`config.mk`:
```
export PLATFORM = sky130hd
export DESIGN_NAME = id_ex_pipe_reg
export DESIGN_NICKNAME = d
export VERILOG_FILES = /design/src/rtl/id_ex_pkg.sv /design/src/rtl/id_ex_pipe_reg_sat_counter.sv /design/src/rtl/id_ex_pipe_reg.sv
export SDC_FILE = /design/constraint.sdc
export NUM_CORES = 1
export LEC_CHECK = 0
export CAP_MARGIN = 20
export CORE_UTILIZATION = 41
export CTS_CLUSTER_DIAMETER = 50
export CTS_CLUSTER_SIZE = 25
export DETAILED_ROUTE_END_ITERATION = 8
export GPL_TIMING_DRIVEN = 0
export PLACE_DENSITY = 0.86
export SKIP_LAST_GASP = 1
export SLEW_MARGIN = 20
export SYNTH_ARGS = -nofsm -noshare
export SYNTH_HDL_FRONTEND = slang
export SYNTH_SLANG_ARGS = --single-unit
export TNS_END_PERCENT = 50
```
`constraint.sdc`:
```
create_clock -name clk -period 1.6 [get_ports clk]
set_clock_uncertainty 0.2 [all_clocks]
set_input_delay 0.24 -clock clk [delete_from_list [all_inputs] [get_ports clk]]
set_output_delay 0.24 -clock clk [all_outputs]
set_load 0.02 [all_outputs]
```
`src/rtl/id_ex_pkg.sv`:
```
// id_ex_pkg: shared control-bundle type and widths for the ID/EX pipeline register
package id_ex_pkg;
  localparam int ALU_CTL_WIDTH = 2;
  localparam int BUBBLE_CNT_WIDTH = 16;
  typedef struct packed {
    logic                     reg_write;
    logic                     mem_write;
    logic                     mem_to_reg;
    logic                     alu_src;
    logic                     status_bits;
    logic [ALU_CTL_WIDTH-1:0] alu_control;
    logic                     pc_src;
  } ctl_t;
endpackage

```
`src/rtl/id_ex_pipe_reg_sat_counter.sv`:
```
// sat_counter: enable-driven up-counter with sync reset that sticks at all-ones
module sat_counter #(
  parameter int W = 16
) (
  input  logic         clk,
  input  logic         rst,
  input  logic         i_en,
  output logic [W-1:0] o_count
);
  logic [W-1:0] r_count;
  always_ff @(posedge clk)
    if (rst) r_count <= '0;
    else if (i_en && !(&r_count)) r_count <= r_count + 1'b1;
  assign o_count = r_count;
endmodule

```
`src/rtl/id_ex_pipe_reg.sv`:
```
// id_ex_pipe_reg: ID/EX pipeline register with stall/flush; ID_EX_BUBBLE_COUNT_EN adds a bubble counter
module id_ex_pipe_reg
  import id_ex_pkg::*;
#(
  parameter int DATA_WIDTH     = 32,
  parameter int REG_ADDR_WIDTH = 4
) (
  input  logic                      clk,
  input  logic                      reset,
  input  logic                      stall,
  input  logic                      flush,
  input  logic                      valid_in,
  input  logic                      reg_write_enable_in,
  input  logic                      mem_write_enable_in,
  input  logic                      mem_to_reg_select_in,
  input  logic                      alu_src_select_in,
  input  logic                      status_bits_in,
  input  logic [ALU_CTL_WIDTH-1:0]  alu_control_in,
  input  logic                      pc_src_select_in,
  input  logic [DATA_WIDTH-1:0]     rn_data_in,
  input  logic [DATA_WIDTH-1:0]     rm_data_in,
  input  logic [DATA_WIDTH-1:0]     imm_in,
  input  logic [REG_ADDR_WIDTH-1:0] rd_addr_in,
  output logic                      reg_write_enable_out,
  output logic                      mem_write_enable_out,
  output logic                      mem_to_reg_select_out,
  output logic                      alu_src_select_out,
  output logic                      status_bits_out,
  output logic [ALU_CTL_WIDTH-1:0]  alu_control_out,
  output logic                      pc_src_select_out,
  output logic [DATA_WIDTH-1:0]     rn_data_out,
  output logic [DATA_WIDTH-1:0]     rm_data_out,
  output logic [DATA_WIDTH-1:0]     imm_out,
  output logic [REG_ADDR_WIDTH-1:0] rd_addr_out,
  output logic                      valid_out
`ifdef ID_EX_BUBBLE_COUNT_EN
  ,
  output logic [BUBBLE_CNT_WIDTH-1:0] bubble_count
`endif
);
  ctl_t                      w_ctl_in;
  ctl_t                      r_ctl;
  logic                      r_valid;
  logic [DATA_WIDTH-1:0]     r_rn, r_rm, r_imm;
  logic [REG_ADDR_WIDTH-1:0] r_rd;
  assign w_ctl_in = '{reg_write: reg_write_enable_in, mem_write: mem_write_enable_in,
                      mem_to_reg: mem_to_reg_select_in, alu_src: alu_src_select_in,
                      status_bits: status_bits_in, alu_control: alu_control_in,
                      pc_src: pc_src_select_in};
  always_ff @(posedge clk)
    if (reset || flush) begin
      r_ctl   <= '0;
      r_valid <= 1'b0;
      r_rn    <= '0;
      r_rm    <= '0;
      r_imm   <= '0;
      r_rd    <= '0;
    end else if (!stall) begin
      r_ctl   <= valid_in ? w_ctl_in : '0;
      r_valid <= valid_in;
      r_rn    <= rn_data_in;
      r_rm    <= rm_data_in;
      r_imm   <= imm_in;
      r_rd    <= rd_addr_in;
    end
  assign reg_write_enable_out  = r_ctl.reg_write;
  assign mem_write_enable_out  = r_ctl.mem_write;
  assign mem_to_reg_select_out = r_ctl.mem_to_reg;
  assign alu_src_select_out    = r_ctl.alu_src;
  assign status_bits_out       = r_ctl.status_bits;
  assign alu_control_out       = r_ctl.alu_control;
  assign pc_src_select_out     = r_ctl.pc_src;
  assign rn_data_out           = r_rn;
  assign rm_data_out           = r_rm;
  assign imm_out               = r_imm;
  assign rd_addr_out           = r_rd;
  assign valid_out             = r_valid;
`ifdef ID_EX_BUBBLE_COUNT_EN
  // A bubble is a flush, or an unstalled load of an empty decode slot
  logic w_bubble;
  assign w_bubble = flush || (!stall && !valid_in);
  sat_counter #(.W(BUBBLE_CNT_WIDTH)) u_bubble_cnt (
    .clk    (clk),
    .rst    (reset),
    .i_en   (w_bubble),
    .o_count(bubble_count)
  );
`endif
endmodule

```
# == After elaboration in Yosys (flattened, before gate mapping) ==
# Index checks and enable logic that the tools add are counted.
# op_classes
add_sub_neg,0
n_mul,0
div,0
n_lt_le_gt_ge,0
eq_ne,0
shift,0
n_mux,1
n_bitwise,0
reduce_logical,1
# ops
operator,count
2-to-1 mux 8 bit,1
logical OR 1 bit,1
# word_totals
register_bits,109
latch_bits,0
mem_bits_rw,0
romBits,0
input_bits,113
output_inout_bits,109
wordCells,14
n_memories,0

# == Longest topological paths before layout ==
# Gate-level depths: netlist (run 1).
# logic_depth
word_depth,1
depth_mapped,5
mapped_depth_nobuf,2

# == Worst setup path before layout (run 1) ==
# Ideal clock, no wire load.
# synth_path
path_type,input-to-reg
from,input stall
to,"register r_rm[29], in the netlist rm_data_out[29]"
setup_time_ps,128
t_arrival_ps,873
t_required_ps,1272
setup_slack_ps,400
cell_stages,5
path_cell_list,buf_4 -> buf_4 -> buf_6 -> mux2i_1 -> nor2_1
# synth_rtl
element,line_no,text
"start, declared",id_ex_pipe_reg.sv:10,"input logic stall,"
"end signal, assigned",id_ex_pipe_reg.sv:62,r_rm <= rm_data_in;
"end, declared",id_ex_pipe_reg.sv:44,"logic [DATA_WIDTH-1:0] r_rn, r_rm, r_imm;"

# == Worst setup path after layout (run 1) ==
# layout_path
from,"register r_rm[18], in the netlist rm_data_out[18]"
to,output rm_data_out[18]
# layout_rtl
element,line_no,text
"end, declared",id_ex_pipe_reg.sv:32,"output logic [DATA_WIDTH-1:0] rm_data_out,"
# No word-level cell between the ends.

==> flow_summary.toml, run 1 <==
[sta]
worst_pin_slew_ps = 482
hold_slack_ps = 105
hold_viol = 0
fin_crit_sh_pct = 109
setup_ws_ps = -149
fmax_mhz = 572
rsz0062_at_grt = "yes"
slew_headroom_pct = 67.9
finalSetupViolCount = 28
slew_violations = 0
min_period_ps = 1750

[setup_path]
startpoint = "rm_data_out[18]$_SDFFE_PP0N_"
crit_chain = "clkdlybuf4s50_1"
cp_top_family = "buffers and inverters"
critPathMaxStageDelay_ps = 610
start_kind = "flip-flop"
worstPathRequired_ps = 1160
r2r_slack_ps = 740
cp-end-kind = "primary output"
critPathKind = "reg2out"
arrival_ps = 1310
r2r-start = "rm_data_out[0]$_SDFFE_PP0N_"
cp_max_fo = 2
crit_buf_inv = 1
cpMaxStageDelayCell = "clkdlybuf4s50_1"

[pwr]
power.internal_mw = 3.92
p_leak_nw = 3.34
power-per-cell-area_nw_per_um2 = 825
swShare_pct = 25.5
share_comb_of_total_power_pct = 16.6
clockPowerShare_pct = 29.5
netSwitchingPower_mw = 1.35
p_seq_share_pct = 53.9
finalPower_mw = 5.27
peakVddDrop_mv = 0.638

[yosys]
synth_cell_type_count = 11
syn_nets = 475
synth_seq_cells = 109
synth_ff_type = "dfxtp_1"
yosysTopAreaCellShare_pct = 56.4
syn-cell-area_um2 = 3870
synthMostInstantiatedCell = "dfxtp_1"
yosys_warnings = 0
synthTopCellsByArea = "dfxtp_1 (56%), mux2i_1 (26%), nor2_1 (9.8%)"
syn_area_per_cell_um2 = 10.7
yosys.area.top_type = "dfxtp_1"
synth_edf_count = 0
async_flop_share_pct = 0
synth-seq-area-share_pct = 56.4
ys_top_cells_by_count = "dfxtp_1 (109), mux2i_1 (101), nor2_1 (101)"
syn_inst = 362

[routing]
drc = 0
routed-via-count = 3347
wl_per_cell_um = 14.7
first_iter_violations = 61
firstDrtPassIters = 4
viasPerCell = 4.73
postRouteAntennaNets = 0
drt-total-wl_mm = 10.4

[cts]
cts_tree = "built"
cts_hold_buf = 0
cts_buffers = 9
postCtsSetupBuffers = 0
cts_sinks = 109
clockBufferDepth = 2
cts-root-buf = "clkbuf_8"
path_clk_slew_ps = 110
worst_skew_pair.late_latency_ps = 350
cts_htree_levels = 3

[placement]
dp_slack_ps = -268
dpl.hpwl_mm = 7.99
place_congestion = 0.712
port_buffers = 219

[layout]
drive_gt1_share_pct = 5.36
num_antenna_cells = 0
fill_cells = 717
syn2layout_area_growth_pct = 64.9
nets = 705

[global_routing]
grt_usage_pct = 21.0
grt_pass1_wl_mm = 16.2
grt_pass1_vias = 3426
antenna_found_initial = 0
grt-ovfl-total = 0
grt_max_degree = 19

[status]
violations = "negative setup slack"
status = "finished, violations left"

[die]
start_util_pct = 42.1
die_w_um = 99.2
rows = 35
dieArea_um2 = 9830
num_io_pins = 222
die_h_um = 99.2
core_area_um2 = 9200

[hold_path]
hp-start = "valid_in"
hold_class = "in2reg"

[job]
cap_violations = 0
==> cells by family (layout without fill, tap and decap cells) <==
logic type	count (synthesis)	count (layout)	share of synthesized area (%)
AOI/OAI and AO/OA	8	8	1.03
buffers and inverters	26	261	4.20
DFF	109	109	56.4
muxes	101	101	26.1
and+or+nand+nor	118	118	12.3
==> state kept, by name (all words and copies together), names as in the netlist <==
signal	flops
status_bits_out	1
valid_out	1
pc_src_select_out	1
rm_data_out	32
alu_control_out	2
mem_write_enable_out	1
rn_data_out	32
reg_write_enable_out	1
alu_src_select_out	1
imm_out	32
rd_addr_out	4
mem_to_reg_select_out	1
==> through the flow <==
| step | instances | utilization, % | instance area [um^2] | setup TNS [ps] |
|---|---|---|---|---|
| after detailed placement | 692 | 67.4 | 6200 | -17240 |
| after global routing | 708 | 69.4 | 6380 | -5310 |
| after global placement | 692 | 67.4 | 6200 | -14870 |
| after floorplan | 362 | - | 3870 | 0 |
| after CTS | 708 | 68.7 | 6320 | -8670 |
| final | 708 | 69.4 | 6380 | -3700 |
==> power groups by stage <==
stage          clock [mW]  sequential [mW]  combinational [mW]
2_1_floorplan           0             3.01               0.299
3_3_place_gp            0             2.90               0.894
3_5_place_dp            0             2.91               0.910
4_1_cts              1.60             2.84               0.885
5_1_grt              1.74             2.85               0.936
6_report             1.56             2.84               0.873
==> per-layer routing <==
metal	vias to the layer above	global-route usage, %	part of all wire [%]
met5	-	0	0
met3	19	6.04	7.5
met4	0	8.37	2.3
met1	1528	22.3	39
li1	1651	-	-
met2	149	39.2	52
==> layout by cell type (no fill, tap or decap), drive strengths merged <==
cell and instances:
clkbuf 20, nand2 8, mux2i 101, clkdlybuf4s50 138
dfxtp 109, clkinv 3, or2 1, a21oi 8
nand3b 8, dlymetal6s2s 27, buf 16, inv 3
nor2 101, dlygate4sd2 54
==> area by class of cell <==
type / count / area, um^2 / share of cell area (%)
clock inverter: 6 / 45.0 / 0.705
multi-input combinational: 227 / 1530 / 23.9
sequential: 109 / 2180 / 34.2
buffer: 26 / 163 / 2.55
tap: 111 / 139 / 2.18
timing repair buffer: 219 / 2190 / 34.3
clock buffer: 10 / 138 / 2.16
==> final timing paths <==
path,end,cells past startpoint
worst max register to register,rm_data_out[0]$_SDFFE_PP0N_,2
worst min-delay path,alu_control_out[0]$_SDFFE_PP0N_,3
worst min register to register,alu_control_out[1]$_SDFFE_PP0N_,2
worst max-delay path,rm_data_out[18],1
==> repair_timing <==
| item | CTS | global route |
|---|---|---|
| resized for setup | 54 | 27 |
| endpoints found under the setup margin | 109 | 55 |
| pin swaps | 0 | 0 |
(Power assumes the default switching activity.)
==> run 2, diff against run 1 <==
--- a/config.mk
+++ b/config.mk
@@ -12,6 +12,7 @@
 export DETAILED_ROUTE_END_ITERATION = 8
 export GPL_TIMING_DRIVEN = 0
 export PLACE_DENSITY = 0.86
+export SKIP_CTS_REPAIR_TIMING = 1
 export SKIP_LAST_GASP = 1
 export SLEW_MARGIN = 20
 export SYNTH_ARGS = -nofsm -noshare
==> run 2 against run 1 <==
  * The run still ends with negative setup slack left
  * Largest cell class unchanged
  * Critical path depth stayed put
  * Sequential power hardly changed
  * Critical endpoint is now imm_out[10]
  * Via count is 0.42% higher
==> flow_summary.toml, run 2 (synthesis gave the netlist of run 1 again) <==
[routing]
routed-via-count = 3361
firstDrtPassIters = 4
viasPerCell = 4.75
drc = 0
drt-total-wl_mm = 10.5
wl_per_cell_um = 14.8
first_iter_violations = 56
postRouteAntennaNets = 0

[global_routing]
antenna_found_initial = 0
grt_usage_pct = 21.0
grt_pass1_vias = 3433
grt-ovfl-total = 0
grt_pass1_wl_mm = 16.3
grt_max_degree = 19

[layout]
fin_area_um2 = 6520
fill_cells = 668
syn2layout_area_growth_pct = 68.4
num_antenna_cells = 0
nets = 705
drive_gt1_share_pct = 5.36
final_cell_mix = "clkdlybuf4s50_1 (165), dfxtp_1 (109), mux2i_1 (101), nor2_1 (101), dlymetal6s2s_1 (54)"
final_common_cell = "clkdlybuf4s50_1"

[placement]
place_congestion = 0.712
place_area_um2 = 6200
port_buffers = 219
dpl.hpwl_mm = 7.99

[setup_path]
critPathKind = "reg2out"
reg2regPathDepth = 2
cpMaxStageDelayCell = "clkdlybuf4s50_1"
cp_max_fo = 2
arrival_ps = 1320
crit_chain = "clkdlybuf4s50_1"
crit_buf_inv = 1
critPathMaxStageDelay_ps = 620
worstPathRequired_ps = 1160
cp.depth = 1
cp_top_family = "buffers and inverters"
start_kind = "flip-flop"
cp-end-kind = "primary output"

[pwr]
swShare_pct = 25.5
peakVddDrop_mv = 0.643
p_leak_nw = 3.57
power-per-cell-area_nw_per_um2 = 813
netSwitchingPower_mw = 1.35
clockPowerShare_pct = 29.4
power.internal_mw = 3.95
p_seq_share_pct = 53.6
share_comb_of_total_power_pct = 17.0

[status]
status = "finished, violations left"
violations = "negative setup slack"

[cts]
path_clk_slew_ps = 100
cts-root-buf = "clkbuf_8"
worst_skew_pair.late_latency_ps = 340
cts_sinks = 109
cts_buffers = 9
cts_tree = "built"
cts_htree_levels = 3
clockBufferDepth = 2

[sta]
worst_pin_slew_ps = 492
finalSetupViolCount = 55
slew_violations = 0
fmax_mhz = 567
slew_headroom_pct = 67.2
hold_viol = 0
setup_ws_ps = -165
min_period_ps = 1760
hold_slack_ps = 104
rsz0062_at_grt = "yes"
fin_crit_sh_pct = 110

[hold_path]
whs_path_depth = 3
hold_class = "in2reg"

[die]
num_io_pins = 222
rows = 35
start_util_pct = 42.1
core_area_um2 = 9200
dieArea_um2 = 9830
die_h_um = 99.2
die_w_um = 99.2

[job]
cap_violations = 0
==> run 2: power groups by stage <==
stage / Combinational, mW / Clock, mW / Sequential [mW]
floorplan: 0.299 / 0 / 3.01
global placement: 0.894 / 0 / 2.90
detailed placement: 0.910 / 0 / 2.91
CTS: 0.915 / 1.60 / 2.84
global route: 0.962 / 1.74 / 2.85
finish: 0.898 / 1.56 / 2.84
==> run 2: layout make-up <==
type                            count  area [um^2]  area share, %
Multi-Input combinational cell    227         1530           23.4
Timing Repair Buffer              219         2330           35.7
Buffer                             26          163           2.49
Tap cell                          111          139           2.13
Clock buffer                       10          138           2.11
Sequential cell                   109         2180           33.5
Clock inverter                      6         45.0          0.691
==> run 2: worst min-delay path: cells and delay by family <==
family          cells  cell delay [ps]
buf+inv             1              180
simple gates        1              130
compound gates      1               60
==> run 2: worst paths after layout <==
| path | startpoint | endpoint | slack (ps) |
|---|---|---|---|
| max | imm_out[10]$_SDFFE_PP0N_ | imm_out[10] | -160 |
| min | valid_in | alu_control_out[0]$_SDFFE_PP0N_ | 100 |
| max reg2reg | imm_out[4]$_SDFFE_PP0N_ | imm_out[4]$_SDFFE_PP0N_ | 740 |
| min reg2reg | alu_control_out[1]$_SDFFE_PP0N_ | alu_control_out[1]$_SDFFE_PP0N_ | 260 |
==> run 2: routing by layer <==
metal	vias up	track usage, %	part of all wire (%)
met1	1545	22.4	39
met3	21	6.18	7.6
li1	1656	-	-
met5	-	0	0
met2	139	39.3	51
met4	0	7.92	2.1
==> run 2: through the flow <==
stage	TNS [ps]	power [mW]	worst slack [ps]	cells	utilization (%)
floorplan	0	3.31	400	362	-
global placement	-14870	3.79	-233	692	67.4
detailed placement	-17240	3.82	-268	692	67.4
CTS	-18430	5.36	-219	708	69.4
global route	-10890	5.55	-212	708	70.9
finish	-7760	5.30	-165	708	70.9
==> run 3, diff against run 2 <==
--- a/config.mk
+++ b/config.mk
@@ -7,6 +7,7 @@
 export LEC_CHECK = 0
 export CAP_MARGIN = 20
 export CORE_UTILIZATION = 41
+export CTS_BUF_LIST = sky130_fd_sc_hd__clkbuf_8 sky130_fd_sc_hd__clkbuf_16
 export CTS_CLUSTER_DIAMETER = 50
 export CTS_CLUSTER_SIZE = 25
 export DETAILED_ROUTE_END_ITERATION = 8
==> results of run 3 <==
Same layout as run 2: the final DEF is identical, and so are final timing and power.
